**src/rtl/consecutive_bit_detector_pkg.sv**
```systemverilog
// Shared types for the consecutive-bit detector: state encoding and default counter width.
package consecutive_bit_detector_pkg;

    typedef enum logic [2:0] {
        S_IDLE  = 3'd0,
        S_ZERO  = 3'd1,
        S_ONE   = 3'd2,
        S_DET00 = 3'd3,
        S_DET11 = 3'd4
    } state_t;

    localparam int COUNT_W_DEFAULT = 8;

endpackage

```
**src/rtl/cbd_sat_counter.sv**
```systemverilog
// Up-counter that sticks at its all-ones value; used for the optional detection counts.
module cbd_sat_counter #(
    parameter int W = 8
) (
    input  logic         clk,
    input  logic         reset,
    input  logic         inc,
    output logic [W-1:0] count
);

    always_ff @(posedge clk or posedge reset) begin
        if (reset) begin
            count <= '0;
        end else if (inc && (count != {W{1'b1}})) begin
            count <= count + 1'b1;
        end
    end

endmodule

```
**src/rtl/consecutive_bit_detector.sv**
```systemverilog
// Moore detector for two equal consecutive button-entered bits ("00" / "11").
// Define CBD_HIT_COUNT_EN to add saturating detection counters (count_00, count_11).
//
// state   | meaning
// S_IDLE  | no bit since reset
// S_ZERO  | last bit 0, previous differs or absent
// S_ONE   | last bit 1, previous differs or absent
// S_DET00 | last two bits 0,0
// S_DET11 | last two bits 1,1
module consecutive_bit_detector
    import consecutive_bit_detector_pkg::*;
#(
    parameter int COUNT_W = COUNT_W_DEFAULT
) (
    input  logic               clk,
    input  logic               reset,
    input  logic               btn0_pulse,
    input  logic               btn2_pulse,
    output logic               detected_00,
    output logic               detected_11
`ifdef CBD_HIT_COUNT_EN
    ,
    output logic [COUNT_W-1:0] count_00,
    output logic [COUNT_W-1:0] count_11
`endif
);

    state_t state;
    state_t next_state;
    logic   bit0;
    logic   bit1;

    // Simultaneous strobes are ambiguous and are dropped.
    assign bit0 = btn0_pulse & ~btn2_pulse;
    assign bit1 = btn2_pulse & ~btn0_pulse;

    always_comb begin
        next_state = state;
        case (state)
            S_IDLE: begin
                if (bit0)      next_state = S_ZERO;
                else if (bit1) next_state = S_ONE;
            end
            S_ZERO: begin
                if (bit0)      next_state = S_DET00;
                else if (bit1) next_state = S_ONE;
            end
            S_ONE: begin
                if (bit0)      next_state = S_ZERO;
                else if (bit1) next_state = S_DET11;
            end
            S_DET00: begin
                if (bit1)      next_state = S_ONE;
            end
            S_DET11: begin
                if (bit0)      next_state = S_ZERO;
            end
            default: next_state = S_IDLE;
        endcase
    end

    always_ff @(posedge clk or posedge reset) begin
        if (reset) begin
            state       <= S_IDLE;
            detected_00 <= 1'b0;
            detected_11 <= 1'b0;
        end else begin
            state       <= next_state;
            detected_00 <= (next_state == S_DET00);
            detected_11 <= (next_state == S_DET11);
        end
    end

    if (COUNT_W < 1) begin : g_count_w_invalid
        // COUNT_W is only consumed by the optional counters; a non-positive width is unusable.
    end

`ifdef CBD_HIT_COUNT_EN
    // Only accepted bits count, so an idle S_DET00 does not keep incrementing.
    cbd_sat_counter #(.W(COUNT_W)) u_count_00 (
        .clk   (clk),
        .reset (reset),
        .inc   (bit0 && (next_state == S_DET00)),
        .count (count_00)
    );

    cbd_sat_counter #(.W(COUNT_W)) u_count_11 (
        .clk   (clk),
        .reset (reset),
        .inc   (bit1 && (next_state == S_DET11)),
        .count (count_11)
    );
`endif

endmodule

```
**config.mk**
```make
export PLATFORM = sky130hd
export DESIGN_NAME = consecutive_bit_detector
export DESIGN_NICKNAME = d
export VERILOG_FILES = /design/src/rtl/consecutive_bit_detector_pkg.sv /design/src/rtl/cbd_sat_counter.sv /design/src/rtl/consecutive_bit_detector.sv
export SDC_FILE = /design/constraint.sdc
export NUM_CORES = 1
export LEC_CHECK = 0
export BUFFER_PORTS_ARGS = -buffer_cell sky130_fd_sc_hd__buf_2
export CAP_MARGIN = 5
export CORE_AREA = 8 8 45 47
export DETAILED_ROUTE_END_ITERATION = 10
export DIE_AREA = 0 0 53 55
export PLACE_DENSITY = 0.36
export SLEW_MARGIN = 20
export SYNTH_ARGS = -nofsm -noshare
export SYNTH_HDL_FRONTEND = slang
export SYNTH_SLANG_ARGS = --single-unit
```
**constraint.sdc**
```tcl
create_clock -name clk -period 2.9 [get_ports clk]
set_input_delay 0.58 -clock clk [delete_from_list [all_inputs] [get_ports clk]]
set_output_delay 0.58 -clock clk [all_outputs]
set_load 0.05 [all_outputs]
```
==> key figures, run 1 <==
Pwr
  – Sw Pwr: 0.0000686 W
  – Switching share of total power: 0.312
  – Max VDD drop: 0.000244 V
  – Leakage Power: 0.151 nW
  – Power Density: 710 nW/um2
  – Flop pwr share: 0.418
  – Pint: 0.000152 W
  – Share of power burned in combinational logic: 0.221
  – Power Total: 0.000220 W
  – Clk pwr share: 0.361

Drt
  – Routed Antenna Nets: 0
  – Starting DRT DRC Count: 8
  – DR vias/cell: 4.00
  – Pre-antenna DRT Iters: 2
  – DR vias: 192
  – # DRC: 0
  – Routed wire length: 460 um
  – WL/cell: 9.58 um

Clock tree
  – Postcts setup bufs: 0
  – CTS tree: done
  – Clk buf depth: 2
  – Post-cts resize count: 0
  – TritonCTS buffer count: 3
  – Clock sink count: 5
  – Root Buffer: clkbuf_4
  – Reg clk slew, reported paths: 40 ps
  – Clk_lat worst skew: 240 ps
  – Number of hold-repair buffers added at the cts stage: 0
  – Htree depth: 1

Global routing
  – Initial antenna violation count: 0
  – Tot GR Track Use: 0.0422
  – Largest net degree at the start of global routing: 8
  – First-pass GRT wire length: 786 um
  – Vias in the first global route: 180
  – GRT Residual Overflow: 0

Critical path
  – Crit-path slowest cell: dfrtp_1
  – Endpoint type of the worst setup path: output port
  – Worst r2r dst: state[0]$_DFF_PP0_
  – R2r startpoint: state[0]$_DFF_PP0_
  – Critical-path maximum fanout: 1
  – Flop2flop setup slack: 1830 ps
  – WP buf/inv: 1
  – Reg2reg path depth: 2
  – Delay-heaviest family, CP: flip-flops
  – Kind of critical path: reg2out
  – Slowest Stage Delay on Critical Path: 310 ps
  – WP data required: 2320 ps
  – CP Data Arrival Time: 800 ps
  – CP cell instances: buf_2
  – Levels on crit path: 1
  – Critical Path Start Type: register
  – Critical path origin: detected_11$_DFF_PP0_

Synth
  – Post-synth top cells: dfrtp_1, inv_1, a21oi_1
  – Synth area leaders: dfrtp_1, maj3_2, a21oi_1, inv_1, o211ai_1
  – Cell taking the most area after synthesis: dfrtp_1
  – Top-area cell type share of the netlist area: 0.524
  – Fraction of registers with async set or reset after synthesis: 1.00
  – Mapped Area: 239 um2
  – Synthesized Nets: 27
  – Syn Inst Count: 23
  – Top-count cell post-synth: dfrtp_1
  – Cell variety after synth: 12
  – Synth Flop Type: dfrtp_1
  – #FFs+latches synth: 5
  – Count of yosys warnings during synthesis: 0
  – Sequential share of the synthesized area: 0.524
  – Syn_area_per_cell: 10.4 um2
  – Post-synth EDFFs: 0

Placement
  – # port buffers: 5
  – Dpl hpwl: 356 um
  – Routability cong.: 0.805

Timing
  – Final min period: 1380 ps
  – Fmax: 0.724 GHz
  – Final hold viol count: 0
  – Max-slew violation count: 0
  – Period utilization: 0.476
  – RSZ-0062 raised after global routing: false
  – Final Setup Violations: 0
  – Worst slew pin tran: 253 ps
  – Slew HR: 0.832
  – Clock Skew: 3.12 ps
  – Setup_tns: 0 ps

Floorplan
  – Initial Util: 0.173
  – Core area: 1380 um2
  – Boundary Pins: 6
  – Die height: 55 um
  – Row count: 14
  – Die footprint: 2920 um2
  – Die Wd: 53 um

Hold path
  – Worst Hold Class: in2async

Finish
  – Fillers: 153
  – Layout cell share with drive strength beyond 1: 0.344
  – Nets: 37
  – Area grow syn2layout: 29.8%
  – Area of the multi-input gates: 95.1 um2
  – # diodes: 0
  – Register area: 125 um2

Status
  – Outcome: completed

Run
  – Max-Cap Viols: 0
-- worst max path at each step --
stage,end
after floorplan,state[0]$_DFF_PP0_
after global placement,state[0]$_DFF_PP0_
after detailed placement,state[0]$_DFF_PP0_
after CTS,detected_11
after global routing,detected_11
final,detected_11
-- cell families (layout without fill, tap and decap cells) --
family / Yosys count / in the layout / share of synthesized area
flip-flops: 5 / 5 / 0.524
AND/OR/NAND/NOR: 4 / 4 / 0.0995
buffers and inverters: 5 / 14 / 0.0785
adder cells (fa/ha/maj): 2 / 2 / 0.0942
AO/OA/AOI/OAI: 7 / 7 / 0.204
-- power by group through the flow --
stage / combinational, W / clock (W) / sequential [W]
6_report: 0.0000487 / 0.0000795 / 0.0000921
5_1_grt: 0.0000528 / 0.0000911 / 0.0000944
4_1_cts: 0.0000492 / 0.0000853 / 0.0000918
3_5_place_dp: 0.0000490 / 0 / 0.0000930
3_3_place_gp: 0.0000497 / 0 / 0.0000931
2_1_floorplan: 0.0000236 / 0 / 0.000105
-- layout by cell type, fill, tap and decap left out --
cell / instances
clkbuf_4: 3
inv_1: 4
dfrtp_1: 5
a32o_1: 1
and3_1: 1
buf_2: 5
inv_2: 1
a211o_1: 1
nor2_1: 1
maj3_2: 2
o211ai_1: 2
nand4_1: 1
clkbuf_1: 1
a21oi_1: 3
nand3b_1: 1
-- metal layers --
| metal | routed length, um | global-route usage | vias to the layer above | share of wire |
|---|---|---|---|---|
| met3 | 91 | 0.0615 | 0 | 0.20 |
| met5 | 0 | 0 | - | 0 |
| li1 | - | - | 99 | - |
| met1 | 192 | 0.0383 | 86 | 0.42 |
| met4 | 0 | 0.0129 | 0 | 0 |
| met2 | 175 | 0.0508 | 7 | 0.38 |
-- state kept, by name, indices dropped and copies added, names as in the netlist --
register and flops:
state 3, detected_00 1, detected_11 1
-- cell type report --
cell class	count	share of cell area
clock buffer	4	0.0847
multi-input combinational	13	0.306
timing repair buffer	5	0.0806
tap	16	0.0645
inverter	5	0.0605
sequential	5	0.403
-- metrics by stage --
step / util / cells / instance area (um2) / setup slack (ps) / hold slack, ps
after global routing: 0.224 / 48 / 310 / 1460 / 238
after floorplan: - / 23 / 239 / 1720 / 359
after detailed placement: 0.205 / 44 / 284 / 1520 / 458
final: 0.224 / 48 / 310 / 1520 / 230
after global placement: 0.205 / 44 / 284 / 1530 / 458
after CTS: 0.224 / 48 / 310 / 1500 / 223
No activity file was read; power rests on OpenSTA's default activity.
==> run 2: changes to the inputs <==
ABC_AREA = 1   (was unset)
clock period = 1.3 ns   (was 2.9 ns; I/O delays follow)
==> key figures, run 2 <==
Timing
  – Max-slew violation count: 0 (unchanged)
  – RSZ-0062 raised after global routing: false (unchanged)
  – Slew HR: 0.834 (was 0.832)
  – Fmax: 0.934 GHz
  – Setup_tns: 0 ps (unchanged)
  – Final min period: 1070 ps
  – Worst slew pin tran: 250 ps (was 253 ps)
  – Clock Skew: 1.09 ps (was 3.12 ps)
  – Final hold viol count: 0 (unchanged)
  – Period utilization: 0.824
  – Final Setup Violations: 0 (unchanged)

Clock tree
  – Htree depth: 1 (unchanged)
  – Post-cts resize count: 0 (unchanged)
  – Clock sink count: 5 (unchanged)
  – Root Buffer: clkbuf_4 (unchanged)
  – Postcts setup bufs: 0 (unchanged)
  – Number of hold-repair buffers added at the cts stage: 1 (was 0)
  – Clk buf depth: 2 (unchanged)
  – CTS tree: done (unchanged)
  – TritonCTS buffer count: 3 (unchanged)
  – Reg clk slew, reported paths: 40 ps (about the same)
  – Clk_lat worst skew: 240 ps (about the same)

Finish
  – Commonest non-fill, non-tap cell in the layout: nand2_1
  – Nets: 43 (was 37)
  – Largest reg by FF count: state (unchanged)
  – # diodes: 0 (unchanged)
  – Max reg flops: 3 (unchanged)
  – Final core occ: 0.231 (was 0.224)
  – Final instance area: 320 um2 (was 310 um2)
  – Layout cell share with drive strength beyond 1: 0.316 (was 0.344)
  – Area grow syn2layout: 34.0% (was 29.8%)
  – Largest registers: state (3), detected_00 (1), detected_11 (1) (unchanged)
  – Most frequent cells in the layout: nand2_1, dfrtp_1, buf_2, inv_1, clkbuf_4 (was dfrtp_1, buf_2, inv_1, a21oi_1, clkbuf_4)

Status
  – Outcome: completed (unchanged)

Global routing
  – Tot GR Track Use: 0.0373 (was 0.0422)
  – GRT Residual Overflow: 0 (unchanged)
  – Vias in the first global route: 203 (was 180)
  – Initial antenna violation count: 0 (unchanged)
  – First-pass GRT wire length: 717 um (was 786 um)
  – Largest net degree at the start of global routing: 6 (was 8)

Floorplan
  – Row count: 14 (unchanged)
  – Die height: 55 um (unchanged)
  – Die Wd: 53 um (unchanged)
  – Core area: 1380 um2 (unchanged)
  – Initial Util: 0.173 (unchanged)
  – Boundary Pins: 6 (unchanged)
  – Die footprint: 2920 um2 (unchanged)

Placement
  – Dpl hpwl: 337 um (was 356 um)
  – # port buffers: 5 (unchanged)
  – Routability cong.: 0.744 (was 0.805)
  – Post-DP Area: 284 um2 (unchanged)

Synth
  – Syn Inst Count: 28 (was 23)
  – Count of yosys warnings during synthesis: 0 (unchanged)
  – Top-count cell post-synth: nand2_1 (was dfrtp_1)
  – Cell taking the most area after synthesis: dfrtp_1 (unchanged)
  – Syn_area_per_cell: 8.53 um2 (was 10.4 um2)
  – Cell variety after synth: 11 (was 12)
  – Main combinational cell family by area after synthesis: simple AND/OR/NAND/NOR gates (was compound AO/OA/AOI/OAI gates)
  – Fraction of registers with async set or reset after synthesis: 1.00 (unchanged)
  – Post-Synth XOR/XNOR Area: 0 (unchanged)
  – #FFs+latches synth: 5 (unchanged)
  – Synth Flop Type: dfrtp_1 (unchanged)
  – Post-synth top cells: nand2_1, dfrtp_1, inv_1 (was dfrtp_1, inv_1, a21oi_1)
  – Post-synthesis compound-gate area fraction: 0.0995 (was 0.204)
  – Synth Area in Adders: 0 (was 0.0942)
  – Synth Area in Simple Gates: 0.283 (was 0.0995)
  – Post-synth EDFFs: 0 (unchanged)
  – Mapped Area: 239 um2 (unchanged)
  – Synthesized Nets: 32 (was 27)
  – Sequential share of the synthesized area: 0.524 (unchanged)
  – Top-area cell type share of the netlist area: 0.524 (unchanged)
  – Post-synthesis mux area share: 0 (unchanged)
  – Synth area leaders: dfrtp_1, nand2_1, inv_1, nand3b_1, o31ai_1 (was dfrtp_1, maj3_2, a21oi_1, inv_1, o211ai_1)

Critical path
  – CP cell instances: buf_2 (unchanged)
  – Crit-path slowest cell: dfrtp_1 (unchanged)
  – Critical-path maximum fanout: 1 (unchanged)
  – Kind of critical path: reg2out (unchanged)
  – Flop2flop setup slack: 300 ps (was 1830 ps)
  – CP Data Arrival Time: 810 ps (was 800 ps)
  – WP buf/inv: 1 (unchanged)
  – Delay-heaviest family, CP: flip-flops (unchanged)
  – Critical Path Start Type: register (unchanged)
  – Endpoint type of the worst setup path: output port (unchanged)
  – WP data required: 1040 ps (was 2320 ps)
  – Slowest Stage Delay on Critical Path: 320 ps (was 310 ps)

Drt
  – Routed wire length: 403 um (was 460 um)
  – # DRC: 0 (unchanged)
  – WL/cell: 7.46 um (was 9.58 um)
  – Routed Antenna Nets: 0 (unchanged)
  – DR vias: 199 (was 192)
  – Pre-antenna DRT Iters: 4 (was 2)
  – Starting DRT DRC Count: 1 (was 8)
  – DR vias/cell: 3.69 (was 4.00)

Pwr
  – Switching share of total power: 0.341 (was 0.312)
  – Pint: 0.000357 W (was 0.000152 W)
  – Leakage Power: 0.172 nW (was 0.151 nW)
  – Power Density: 1690 nW/um2 (was 710 nW/um2)
  – Clk pwr share: 0.324 (was 0.361)
  – Power Total: 0.000542 W (was 0.000220 W)
  – Flop pwr share: 0.397 (was 0.418)
  – Sw Pwr: 0.000185 W (was 0.0000686 W)
  – Share of power burned in combinational logic: 0.279 (was 0.221)
  – Max VDD drop: 0.000688 V (was 0.000244 V)

Run
  – Max-Cap Viols: 0 (unchanged)

Hold path
  – Worst Hold Class: in2reg (was in2async)
## run 2: cell count changes in the layout (fill, tap and decap cells not counted), moves of 2 or more
cell / before / now
nand2_1: 0 / 7
a21oi_1: 3 / 0
maj3_2: 2 / 0
nand3_1: 0 / 2
o211ai_1: 2 / 0
o31ai_1: 0 / 2
## run 2: per-stage QoR
| stage | setup WS (ps) | std cells | hold slack (ps) |
|---|---|---|---|
| 2_1_floorplan | 360 | 28 | 38.5 |
| 3_3_place_gp | 291 | 49 | 164 |
| 3_5_place_dp | 300 | 49 | 169 |
| 4_1_cts | 216 | 54 | 366 |
| 5_1_grt | 191 | 54 | 433 |
| 6_report | 229 | 54 | 373 |
## run 2: logic make-up (layout without fill, tap and decap cells)
group,after synthesis,in the layout
AO/OA/AOI/OAI,3,3
AND/OR/NAND/NOR,14,14
buffers and inverters,6,16
flip-flops,5,5
## run 2: cell type report
class                           count  area [um2]
Clock buffer                        4        26.3
Tap cell                           16        20.0
Sequential cell                     5         125
Timing Repair Buffer                6        35.0
Fill cell                         154        1060
Multi-Input combinational cell     17        91.3
Inverter                            6        22.5
## run 2: final timing paths
path | cells after the start | start | endpoint
hold / removal | 4 | btn0_pulse | state[2]$_DFF_PP0_
hold reg to reg | 1 | state[0]$_DFF_PP0_ | state[2]$_DFF_PP0_
max in group asynchronous | 3 | reset | detected_00$_DFF_PP0_
setup reg to reg | 3 | state[0]$_DFF_PP0_ | detected_11$_DFF_PP0_
setup / recovery | 1 | detected_11$_DFF_PP0_ | detected_11
min in group asynchronous | 3 | reset | detected_11$_DFF_PP0_
## run 2: routing by layer
metal,track usage,vias to the layer above,wire length (um)
met1,0.0276,88,162
met4,0.0259,0,0
met2,0.0547,5,192
met5,0,-,0
met3,0.0428,0,48
li1,-,106,-
## run 2: power by group through the flow
stage                     logic [W]  clock network, W  registers [W]
after floorplan           0.0000704                 0       0.000263
after global placement     0.000153                 0       0.000219
after detailed placement   0.000153                 0       0.000218
after CTS                  0.000155          0.000187       0.000215
after global routing       0.000169          0.000200       0.000221
final                      0.000151          0.000175       0.000215
==> run 3: changes to the inputs <==
clock period = 1.05 ns   (was 1.3 ns; I/O delays follow)
==> key figures, run 3 (synthesized netlist as in run 2, its figures left out) <==
Clock tree
  – Reg clk slew, reported paths: 40 ps (about the same)
  – CTS tree: done (unchanged)
  – Clk_lat worst skew: 240 ps (about the same)
  – Root Buffer: clkbuf_4 (unchanged)
  – Clk buf depth: 2 (unchanged)
  – Htree depth: 1 (unchanged)
  – TritonCTS buffer count: 3 (unchanged)
  – Clock sink count: 5 (unchanged)

Hold path
  – Worst Hold Class: in2reg (unchanged)
  – Worst hold start: btn0_pulse (unchanged)
  – Hold path endpoint: detected_11$_DFF_PP0_ (was state[2]$_DFF_PP0_)
  – Hold path depth: 4 (unchanged)

Timing
  – Final min period: 1010 ps
  – Final Setup Violations: 0 (unchanged)
  – Clock Skew: 3.21 ps (was 1.09 ps)
  – Max-slew violation count: 0 (unchanged)
  – Hold WS: 346 ps (was 373 ps)
  – Period utilization: 0.958
  – Slew HR: 0.869 (was 0.834)
  – Setup ws final: 44.1 ps (was 229 ps)
  – Fmax: 0.994 GHz
  – Final hold viol count: 0 (unchanged)
  – Worst slew pin tran: 195 ps (was 250 ps)

Drt
  – Starting DRT DRC Count: 7 (was 1)
  – Pre-antenna DRT Iters: 6 (was 4)
  – DR vias: 221 (was 199)
  – DR vias/cell: 3.95 (was 3.69)
  – Routed Antenna Nets: 0 (unchanged)
  – # DRC: 0 (unchanged)
  – Routed wire length: 510 um (was 403 um)
  – WL/cell: 9.11 um (was 7.46 um)

Global routing
  – Initial antenna violation count: 0 (unchanged)
  – First-pass GRT wire length: 910 um (was 717 um)
  – GRT Residual Overflow: 0 (unchanged)
  – Tot GR Track Use: 0.0455 (was 0.0373)
  – Largest net degree at the start of global routing: 6 (unchanged)
  – Vias in the first global route: 240 (was 203)

Critical path
  – Worst r2r dst: detected_11$_DFF_PP0_ (unchanged)
  – Crit-path slowest cell: dfrtp_1 (unchanged)
  – CP cell instances: or2_1, nand3b_1, o31ai_2 (was buf_2)
  – Critical Path Start Type: register (unchanged)
  – Flop2flop setup slack: 40 ps (was 300 ps)
  – Endpoint type of the worst setup path: register (was output port)
  – Reg2reg path depth: 3 (unchanged)
  – CP Data Arrival Time: 1150 ps (was 810 ps)
  – WP data required: 1190 ps (was 1040 ps)
  – Kind of critical path: reg2reg (was reg2out)
  – WP buf/inv: 0 (was 1)
  – R2r startpoint: state[0]$_DFF_PP0_ (unchanged)
  – Critical-path maximum fanout: 2 (was 1)
  – Delay-heaviest family, CP: simple AND/OR/NAND/NOR gates (was flip-flops)
  – Slowest Stage Delay on Critical Path: 370 ps (was 320 ps)

Status
  – Outcome: completed (unchanged)

Pwr
  – Power Density: 2110 nW/um2 (was 1690 nW/um2)
  – Max VDD drop: 0.000734 V (was 0.000688 V)
  – Leakage Power: 0.184 nW (was 0.172 nW)

Run
  – Max-Cap Viols: 0 (unchanged)

Finish
  – Nets: 45 (was 43)
  – Largest reg by FF count: state (unchanged)
  – Area grow syn2layout: 44.5% (was 34.0%)
  – Most frequent cells in the layout: nand2_1, dfrtp_1, inv_1, clkbuf_4 (was nand2_1, dfrtp_1, buf_2, inv_1, clkbuf_4)
  – Max reg flops: 3 (unchanged)
  – # diodes: 0 (unchanged)
  – Commonest non-fill, non-tap cell in the layout: nand2_1 (unchanged)
  – Largest registers: state (3), detected_00 (1), detected_11 (1) (unchanged)
  – Finished Layout Cells: 56 (was 54)
  – Layout cell share with drive strength beyond 1: 0.375 (was 0.316)
  – Final instance area: 345 um2 (was 320 um2)

Placement
  – Inst Count DP: 50 (was 49)
  – # port buffers: 5 (unchanged)
  – Dpl hpwl: 401 um (was 337 um)
  – DP Worst Slack: 38.9 ps (was 300 ps)
  – Routability cong.: 0.815 (was 0.744)
  – Post-DP Area: 292 um2 (was 284 um2)

Floorplan
  – Core area: 1380 um2 (unchanged)
  – Die footprint: 2920 um2 (unchanged)
  – Initial Util: 0.173 (unchanged)
  – Boundary Pins: 6 (unchanged)
  – Die Wd: 53 um (unchanged)
  – Die height: 55 um (unchanged)
  – Row count: 14 (unchanged)
run 3: worst register-to-register path: stages, from the launching register on:
cell      delay (ps)
dfrtp_1          370
or2_1            250
nand3b_1         200
o31ai_2           90
run 3: power breakdown:
group          internal (W)  switching (W)
clock              0.000144      0.0000778
sequential         0.000238      0.0000265
combinational     0.0000975       0.000145
run 3: area by class of cell:
class | count | area, um2
timing repair buffer | 8 | 55.1
tap | 16 | 20.0
inverter | 6 | 22.5
multi-input combinational | 17 | 96.3
sequential | 5 | 125
clock buffer | 4 | 26.3
fill | 155 | 1040
run 3: stage by stage:
stage	util	setup TNS, ps	power [W]
global route	0.250	-24.0	0.000797
detailed placement	0.211	0	0.000477
finish	0.250	0	0.000727
CTS	0.237	0	0.000714
floorplan	-	0	0.000412
global placement	0.211	0	0.000472
run 3: metal layers:
layer	global-route usage	wire length [um]	up-vias	share of wire
met5	0	0	-	0
met4	0.0345	10	0	0.020
met3	0.0455	49	2	0.096
met2	0.0723	243	7	0.48
met1	0.0322	207	100	0.41
li1	-	-	112	-
run 3: how the worst max path moves through the flow:
stage,startpoint,endpoint,slack (ps),cells after the start
final,state[0]$_DFF_PP0_,detected_11$_DFF_PP0_,40,3
after detailed placement,state[1]$_DFF_PP0_,detected_11$_DFF_PP0_,40,3
after global placement,state[1]$_DFF_PP0_,detected_11$_DFF_PP0_,70,3
after global routing,state[1]$_DFF_PP0_,state[2]$_DFF_PP0_,-10,3
after CTS,detected_11$_DFF_PP0_,detected_11,10,1
after floorplan,state[0]$_DFF_PP0_,detected_11$_DFF_PP0_,110,3
run 3: timing repair:
item                                   in CTS  in global routing
endpoints found under the hold margin       5                  0
hold buffers                                1                  0
buffers inserted                            0                  1
setup endpoints to repair                   0                  4
resized for setup                           0                  4
